<file path="src/rtl/alu_pkg.sv">
// Shared widths, opcode constants and types for the ALU issue path.
package alu_pkg;

  localparam int OPW  = 2;
  localparam int SELW = 3;
  localparam int RESW = 5;
  localparam int CMDW = SELW + 2 * OPW;

  localparam logic [SELW-1:0] OP_ADD = 3'd0;
  localparam logic [SELW-1:0] OP_SUB = 3'd1;
  localparam logic [SELW-1:0] OP_MUL = 3'd2;
  localparam logic [SELW-1:0] OP_POW = 3'd3;
  localparam logic [SELW-1:0] OP_AND = 3'd4;
  localparam logic [SELW-1:0] OP_OR  = 3'd5;
  localparam logic [SELW-1:0] OP_XOR = 3'd6;
  localparam logic [SELW-1:0] OP_NOR = 3'd7;

  typedef struct packed {
    logic [SELW-1:0] sel;
    logic [OPW-1:0]  a;
    logic [OPW-1:0]  b;
  } cmd_t;

  typedef enum logic {
    RES_EMPTY = 1'b0,
    RES_FULL  = 1'b1
  } res_state_t;

endpackage

</file>
<file path="src/rtl/alu_cmd_fifo.sv">
// In-order command FIFO with wrap-around pointers and synchronous flush.
module alu_cmd_fifo
  import alu_pkg::*;
#(
  parameter int DEPTH = 4
) (
  input  logic                     clk,
  input  logic                     rst_n,
  input  logic                     flush,
  input  logic                     push,
  input  logic [CMDW-1:0]          din,
  input  logic                     pop,
  output logic [CMDW-1:0]          dout,
  output logic [$clog2(DEPTH):0]   count,
  output logic                     full,
  output logic                     empty
);

  localparam int AW = $clog2(DEPTH);
  localparam int CW = AW + 1;

  logic [CMDW-1:0] mem [DEPTH];
  logic [AW-1:0]   wr_ptr;
  logic [AW-1:0]   rd_ptr;
  logic            do_push;
  logic            do_pop;

  assign full    = (count == CW'(DEPTH));
  assign empty   = (count == '0);
  assign do_push = push && !full;
  assign do_pop  = pop && !empty;
  assign dout    = mem[rd_ptr];

  // NOTE: sequential state uses non-blocking assignments so every flop samples pre-edge values.
  always_ff @(posedge clk or negedge rst_n) begin
    if (!rst_n) begin
      wr_ptr <= '0;
      rd_ptr <= '0;
      count  <= '0;
    end else if (flush) begin
      wr_ptr <= '0;
      rd_ptr <= '0;
      count  <= '0;
    end else begin
      if (do_push) wr_ptr <= wr_ptr + AW'(1);
      if (do_pop)  rd_ptr <= rd_ptr + AW'(1);
      case ({do_push, do_pop})
        2'b10:   count <= count + CW'(1);
        2'b01:   count <= count - CW'(1);
        default: count <= count;
      endcase
    end
  end

  // NOTE: storage is deliberately unreset; count gates every read, so stale entries are never observed.
  always_ff @(posedge clk) begin
    if (do_push && !flush) mem[wr_ptr] <= din;
  end

endmodule

</file>
<file path="src/rtl/alu_issue.sv">
// Queues ALU commands, presents the head to an external combinational ALU and holds its result.
module alu_issue
  import alu_pkg::*;
#(
  parameter int DEPTH = 4
) (
  input  logic                    clk,
  input  logic                    rst_n,
  input  logic                    flush,
  input  logic                    cmd_valid,
  output logic                    cmd_ready,
  input  logic [OPW-1:0]          cmd_a,
  input  logic [OPW-1:0]          cmd_b,
  input  logic [SELW-1:0]         cmd_sel,
  output logic [OPW-1:0]          alu_a,
  output logic [OPW-1:0]          alu_b,
  output logic [SELW-1:0]         alu_sel,
  input  logic [RESW-1:0]         alu_out,
  output logic                    res_valid,
  input  logic                    res_ready,
  output logic [RESW-1:0]         res_data,
  output logic [SELW-1:0]         res_sel,
  output logic [$clog2(DEPTH):0]  count
);

  logic            fifo_full;
  logic            fifo_empty;
  logic            push;
  logic            pop;
  logic [CMDW-1:0] head;
  cmd_t            head_cmd;
  res_state_t      state;
  res_state_t      state_next;

  // cmd_ready depends only on occupancy, never on res_ready.
  assign cmd_ready = !fifo_full;
  assign push      = cmd_valid && cmd_ready;
  assign pop       = !fifo_empty && ((state == RES_EMPTY) || res_ready);
  assign head_cmd  = cmd_t'(head);

  alu_cmd_fifo #(
    .DEPTH (DEPTH)
  ) u_fifo (
    .clk   (clk),
    .rst_n (rst_n),
    .flush (flush),
    .push  (push),
    .din   ({cmd_sel, cmd_a, cmd_b}),
    .pop   (pop),
    .dout  (head),
    .count (count),
    .full  (fifo_full),
    .empty (fifo_empty)
  );

  assign alu_a   = fifo_empty ? '0 : head_cmd.a;
  assign alu_b   = fifo_empty ? '0 : head_cmd.b;
  assign alu_sel = fifo_empty ? '0 : head_cmd.sel;

  always_ff @(posedge clk or negedge rst_n) begin
    if (!rst_n) state <= RES_EMPTY;
    else        state <= state_next;
  end

  always_comb begin
    // NOTE: default assignment first keeps this block free of inferred latches.
    state_next = state;
    if (flush)                                state_next = RES_EMPTY;
    else if (pop)                             state_next = RES_FULL;
    else if ((state == RES_FULL) && res_ready) state_next = RES_EMPTY;
  end

  assign res_valid = (state == RES_FULL);

  always_ff @(posedge clk or negedge rst_n) begin
    if (!rst_n) begin
      res_data <= '0;
      res_sel  <= '0;
    end else if (flush) begin
      res_data <= '0;
      res_sel  <= '0;
    end else if (pop) begin
      res_data <= alu_out;
      res_sel  <= alu_sel;
    end
  end

endmodule
</file>
<file path="config.mk">
export PLATFORM = sky130hd
export DESIGN_NAME = alu_issue
export DESIGN_NICKNAME = d
export VERILOG_FILES = /design/src/rtl/alu_pkg.sv /design/src/rtl/alu_cmd_fifo.sv /design/src/rtl/alu_issue.sv
export SDC_FILE = /design/constraint.sdc
export NUM_CORES = 1
export LEC_CHECK = 0
export BUFFER_PORTS_ARGS = -buffer_cell sky130_fd_sc_hd__buf_2
export CORE_UTILIZATION = 35
export CTS_CLUSTER_SIZE = 24
export DETAILED_ROUTE_END_ITERATION = 10
export PLACE_DENSITY = 0.62
export SKIP_CTS_REPAIR_TIMING = 1
export SLEW_MARGIN = 10
export SYNTH_ARGS = -nofsm -noshare
export SYNTH_HDL_FRONTEND = slang
export SYNTH_SLANG_ARGS = --single-unit
</file>
<file path="constraint.sdc">
create_clock -name clk -period 4 [get_ports clk]
set_clock_uncertainty 0.05 [all_clocks]
set_input_delay 0 -clock clk [delete_from_list [all_inputs] [get_ports clk]]
set_output_delay 0 -clock clk [all_outputs]
set_load 0.1 [all_outputs]
</file>
After elaboration in Yosys (flattened, before gate mapping)
Memory sizes are Yosys's and may differ from the RTL's.
Cells that the tools add are included.
{"block": "op_classes", "addsub": 4, "eq_ne": 3, "muxes": 18, "n_bitwise": 1, "reduce_logical": 16}
{"operator": "$mux W2", "n": 6}
{"operator": "$mux W3", "n": 4}
{"operator": "$mux W5", "n": 2}
{"operator": "$logic_and A1 B1 Y1", "n": 6}
{"operator": "$pmux W3 S2", "n": 1}
{"operator": "$reduce_bool A2 Y1", "n": 3}
{"operator": "$reduce_bool A3 Y1", "n": 2}
{"operator": "$mux W1", "n": 5}
{"operator": "$add A2 B1 Y2 const B", "n": 2}
{"operator": "$add A3 B1 Y3 const B", "n": 1}
{"operator": "$eq A3 B3 Y1 const B", "n": 1}
{"operator": "$logic_not A1 Y1", "n": 3}
{"operator": "$logic_not A3 Y1", "n": 1}
{"operator": "$sub A3 B1 Y3 const B", "n": 1}
{"operator": "$eq A2 B1 Y1 const B", "n": 1}
{"operator": "$eq A2 B2 Y1 const B", "n": 1}
{"operator": "$logic_or A1 B1 Y1", "n": 1}
{"operator": "$not A1 Y1", "n": 1}
{"block": "word_totals", "regBits": 16, "ram_bits": 28, "inputBits": 17, "output_inout_bits": 20, "wordCells": 49, "memories": 1}
{"memory": "u_fifo.mem", "words": 4, "width": 7, "rd": 1, "rd_ports_with_merged_regs": 0, "wr": 1, "line_no": "alu_cmd_fifo.sv:22", "rtl": "logic [CMDW-1:0] mem [DEPTH];"}

Logic depth before layout (Yosys ltp)
{"block": "logic_depth", "word_depth": 7, "ltp_mapped": 8}

Hierarchy
Synthesis repeated with hierarchy kept, for this count alone.
{"block": "hier_totals", "cells_unflattened": 151, "area_unflattened_um2": 2158.3}
{"module": "alu_cmd_fifo", "n_inst": 1, "cells_each": 104, "area_each_um2": 1642.8}
{"module": "alu_issue", "n_inst": 1, "cells_each": 47, "area_each_um2": 515.5}

Worst setup path before layout
No wires, ideal clock.
{"block": "synth_timing", "kind": "flip-flop to flip-flop", "startpoint": "reg u_fifo.count[2]", "endpoint": "reg u_fifo.count[2]", "setup_ns": 0.125, "t_arrival_ns": 2.600, "required_time_ns": 3.825, "path_slack_ns": 1.225, "stages_incl_launch_ff": 8, "path_cell_list": "dfrtp_1 or3b_2 buf_6 a21oi_1 fa_1 nor3b_1 a2bb2oi_1 mux2_4"}
{"block": "synth_between", "elab_chain_cells": 7, "elab_cells_between_ends": 15, "cone_classes": "add/sub (2); eq/ne (3); mux (2); reduce/logical (8)"}
{"item": "start, declared", "line_no": "alu_cmd_fifo.sv:14", "rtl": "output logic [$clog2(DEPTH):0] count,"}
{"item": "start signal, assigned", "line_no": "alu_cmd_fifo.sv:48", "rtl": "2'b10: count <= count + CW'(1);"}
{"item": "start signal, assigned", "line_no": "alu_cmd_fifo.sv:49", "rtl": "2'b01: count <= count - CW'(1);"}
{"item": "start signal, assigned", "line_no": "alu_cmd_fifo.sv:50", "rtl": "default: count <= count;"}
{"item": "$eq A3 B3 Y1 *", "line_no": "alu_cmd_fifo.sv:28", "rtl": "assign full = (count == CW'(DEPTH));"}
{"item": "$logic_not A1 Y1 *", "line_no": "alu_issue.sv:36", "rtl": "assign cmd_ready = !fifo_full;"}
{"item": "named net cmd_ready", "line_no": "alu_issue.sv:11", "rtl": "output logic cmd_ready,"}
{"item": "$logic_and A1 B1 Y1", "line_no": "alu_issue.sv:37", "rtl": "assign push = cmd_valid && cmd_ready;"}
{"item": "$logic_and A1 B1 Y1 *", "line_no": "alu_cmd_fifo.sv:30", "rtl": "assign do_push = push && !full;"}
{"item": "$eq A2 B1 Y1 / $eq A2 B2 Y1 (equally long branches)", "line_no": "alu_cmd_fifo.sv:47", "rtl": "case ({do_push, do_pop})"}
{"item": "$pmux W3 S2", "line_no": "alu_cmd_fifo.sv:47"}
{"item": "$mux W3", "line_no": "alu_cmd_fifo.sv:40", "rtl": "end else if (flush) begin"}
The timed path passes the listed nets; every way through them passes the cells marked *.
A chain may end at the register's enable or synchronous reset.

Worst setup path in the final report
{"block": "layout_timing", "startpoint": "reg u_fifo.count[0]", "endpoint": "reg u_fifo.count[2]"}
{"block": "layout_between", "elab_chain_cells": 7, "elab_cells_between_ends": 15, "cone_classes": "add/sub (2); eq/ne (3); mux (2); reduce/logical (8)"}
{"item": "$eq A3 B3 Y1 / $logic_not A3 Y1 (equally long branches)", "line_no": "alu_cmd_fifo.sv:28, alu_cmd_fifo.sv:29"}
{"item": "$logic_not A1 Y1 (on tied branches)"}
{"item": "$logic_and A1 B1 Y1 (on tied branches)", "line_no": "alu_issue.sv:37, alu_issue.sv:38"}
{"item": "$logic_and A1 B1 Y1 (on tied branches)", "line_no": "alu_cmd_fifo.sv:30, alu_cmd_fifo.sv:31"}
{"item": "$eq A2 B1 Y1 / $eq A2 B2 Y1 (equally long branches)", "line_no": "alu_cmd_fifo.sv:47"}
{"item": "$pmux W3 S2", "line_no": "alu_cmd_fifo.sv:47"}
{"item": "$mux W3", "line_no": "alu_cmd_fifo.sv:40"}
Several ways; a longest one is shown, not always the timed one.

==> flow_summary.yaml <==
status:
  status: "finished, final reports clean"
floorplan:
  rows: 26
  coreArea_sq_mm: 0.005205
  die_w_microns: 76.18
  ios: 37
  initial_core_util_pct: 37.00
  dieHeight_microns: 76.18
  fp.dieArea_sq_mm: 0.005803
worst_setup_path:
  r2r-start: "u_fifo.count[0]$_DFFE_PN0P_"
  worstSetupPathType: "flip-flop to flip-flop"
  crit_path_start_kind: "flip-flop"
  worst-r2r-cell-count: 7
  arrival_ns: 2.70
  critPathCaptureType: "flip-flop"
  cp_max_fo: 10
  reg2reg_to: "u_fifo.count[2]$_DFFE_PN0P_"
  worst_ep_required_time_ns: 4.14
  regToRegSetupSlack_ns: 1.44
timing:
  hold-worst-slack_ns: 0.05122
  fmax_ghz: 0.3905
  timing_worst_slew_pin_value_ns: 0.5329
  fin_crit_sh_pct: 64.02
  finalSetupViolCount: 0
  slew-limit-headroom_pct: 64.47
  rsz0062_at_grt: "false"
  finalHoldViolCount: 0
  fin_tns_setup_ns: 0
  final.min_clock_period_ns: 2.561
  maxSlewViolCount: 0
job:
  drv_cap: 0
global_routing:
  grt_pass1_wl_microns: 5871
  grt_max_degree: 21
  grt_pass1_vias: 1191
  grt.total_usage_pct: 13.52
  overflow: 0
  antenna_found_initial: 0
drt:
  first_pass_iters: 4
  wl_met3_microns: 92
  post_drt_wl_per_cell_microns: 14.24
  drt-vias-per-instance: 4.713
  ant_nets: 0
  wl_met2_microns: 1844
  wl_met1_microns: 1567
  top_layer: "met4"
  vias: 1197
  drt_iter0_markers: 107
  wl_microns: 3616
  route.detailed.drc: 0
layout:
  drive_gt1_share_pct: 30.98
  multi_input_comb_area_sq_um: 626.9
  final_nets: 205
  areaGrowthSynthToFinish_pct: 24.37
  regArea_sq_mm: 0.001241
  num-fill-cells: 476
  n_antenna_cell: 0
min_path:
  min_to: "u_fifo.rd_ptr[1]$_DFFE_PN0P_"
  min_path_type: "input port to flip-flop"
  hold_depth: 2
  min_from: "flush"
cts:
  cts-root-buf: "clkbuf_8"
  cts_max_level: 2
  clock_latency_ns: 0.29
  clkSinkCount: 44
  clk_path_buf_depth: 2
  cts_tree: "done"
  clk_pin_slew_ns: 0.08
  numCtsBuffers: 5
synthesis:
  async_flop_share_pct: 36.36
  ys_types: 29
  netlist_instances: 133
  ys_seq_area_share_pct: 64.46
  yosys-top-cells-count: "28 x edfxtp_1, 17 x nand2_1, 16 x dfrtp_1"
  ys.flop_type: "edfxtp_1"
  synth_area_per_cell_sq_um: 14.48
  synth.area.top_cells: "edfxtp_1 44%, dfrtp_1 21%, mux4_2 8.2%"
  synth_warnings: 0
  yosysTopAreaCell: "edfxtp_1"
  netlist.area_leader.share_pct: 43.66
  synth.ff_latch_count: 44
  syn_area_sq_mm: 0.001926
  synth_nets: 155
  synth.most_common_cell: "edfxtp_1"
  synth_edf_count: 28
placed_design:
  finalWeightedCongestion: 0.8261
  hpwl_microns: 2494
  io_buffers: 36
-- flip-flops by register name, summed over array words and instances (netlist names) --
| register | count |
|---|---|
| res_sel | 3 |
| u_fifo.wr_ptr | 2 |
| u_fifo.rd_ptr | 2 |
| u_fifo.count | 3 |
| res_valid | 1 |
| u_fifo.mem | 28 |
| res_data | 5 |
-- layout by cell type, fill, tap and decap left out, types with 3 or more instances in the layout --
cell	synthesis	routed
nand3_1	3	3
ha_1	4	4
buf_2	1	36
dfrtp_1	16	16
clkbuf_8	0	5
dlygate4sd3_1	0	14
xnor2_1	3	3
a21oi_1	11	11
nand2b_1	3	3
edfxtp_1	28	28
mux4_2	7	7
and2_1	11	11
nand2_1	17	17
nor2_1	6	6
-- logic make-up after synthesis --
kind of cell             synth area share (%)
AO/OA/AOI/OAI                           3.314
multiplexers                            10.07
AND/OR/NAND/NOR                         13.71
adder cells (fa/ha/maj)                 3.639
buffers and inverters                   2.989
flip-flops                              64.46
XOR/XNOR                                1.820
-- through the flow --
step           util [%]  instances  setup WS, ns  instance area (sq um)
2_1_floorplan         -        133         1.225                   1926
3_3_place_gp      41.18        232         1.552                   2143
3_5_place_dp      41.18        232         1.437                   2143
4_1_cts           43.32        240         1.416                   2255
5_1_grt           46.01        254         1.291                   2395
6_report          46.01        254         1.439                   2395
-- layer usage --
| layer | track usage, % | vias to the layer above |
|---|---|---|
| met5 | 0 | - |
| met4 | 7.500 | 0 |
| met3 | 3.114 | 9 |
| met2 | 23.09 | 24 |
| met1 | 15.71 | 597 |
| li1 | - | 567 |
-- worst max-delay path by stage --
| stage | slack [ns] | end | from | cells after the start |
|---|---|---|---|---|
| 2_1_floorplan | 1.23 | u_fifo.count[2]$_DFFE_PN0P_ | u_fifo.count[2]$_DFFE_PN0P_ | 7 |
| 3_3_place_gp | 1.55 | u_fifo.count[2]$_DFFE_PN0P_ | u_fifo.count[0]$_DFFE_PN0P_ | 7 |
| 3_5_place_dp | 1.44 | u_fifo.count[2]$_DFFE_PN0P_ | u_fifo.count[0]$_DFFE_PN0P_ | 7 |
| 4_1_cts | 1.42 | u_fifo.count[2]$_DFFE_PN0P_ | u_fifo.count[0]$_DFFE_PN0P_ | 7 |
| 5_1_grt | 1.29 | u_fifo.count[2]$_DFFE_PN0P_ | u_fifo.count[0]$_DFFE_PN0P_ | 7 |
| 6_report | 1.44 | u_fifo.count[2]$_DFFE_PN0P_ | u_fifo.count[0]$_DFFE_PN0P_ | 7 |
-- cell type report --
cell class / instances / area share (%)
Timing Repair Buffer: 50 / 13.38
Clock inverter: 3 / 1.776
Clock buffer: 5 / 2.874
Sequential cell: 44 / 51.83
Multi-Input combinational cell: 80 / 26.18
Tap cell: 70 / 3.657
Inverter: 2 / 0.3135
-- critical path: stages, from the launching register on --
cell and delay, ns:
dfrtp_1 0.46, or3_1 0.57, nand2_2 0.25, a21oi_1 0.09
fa_1 0.41, nand3_1 0.09, a2bb2oi_1 0.22, mux2_4 0.32
Power is not shown: default switching activity piles up to over one toggle a cycle in this logic, so the estimate is an artifact.
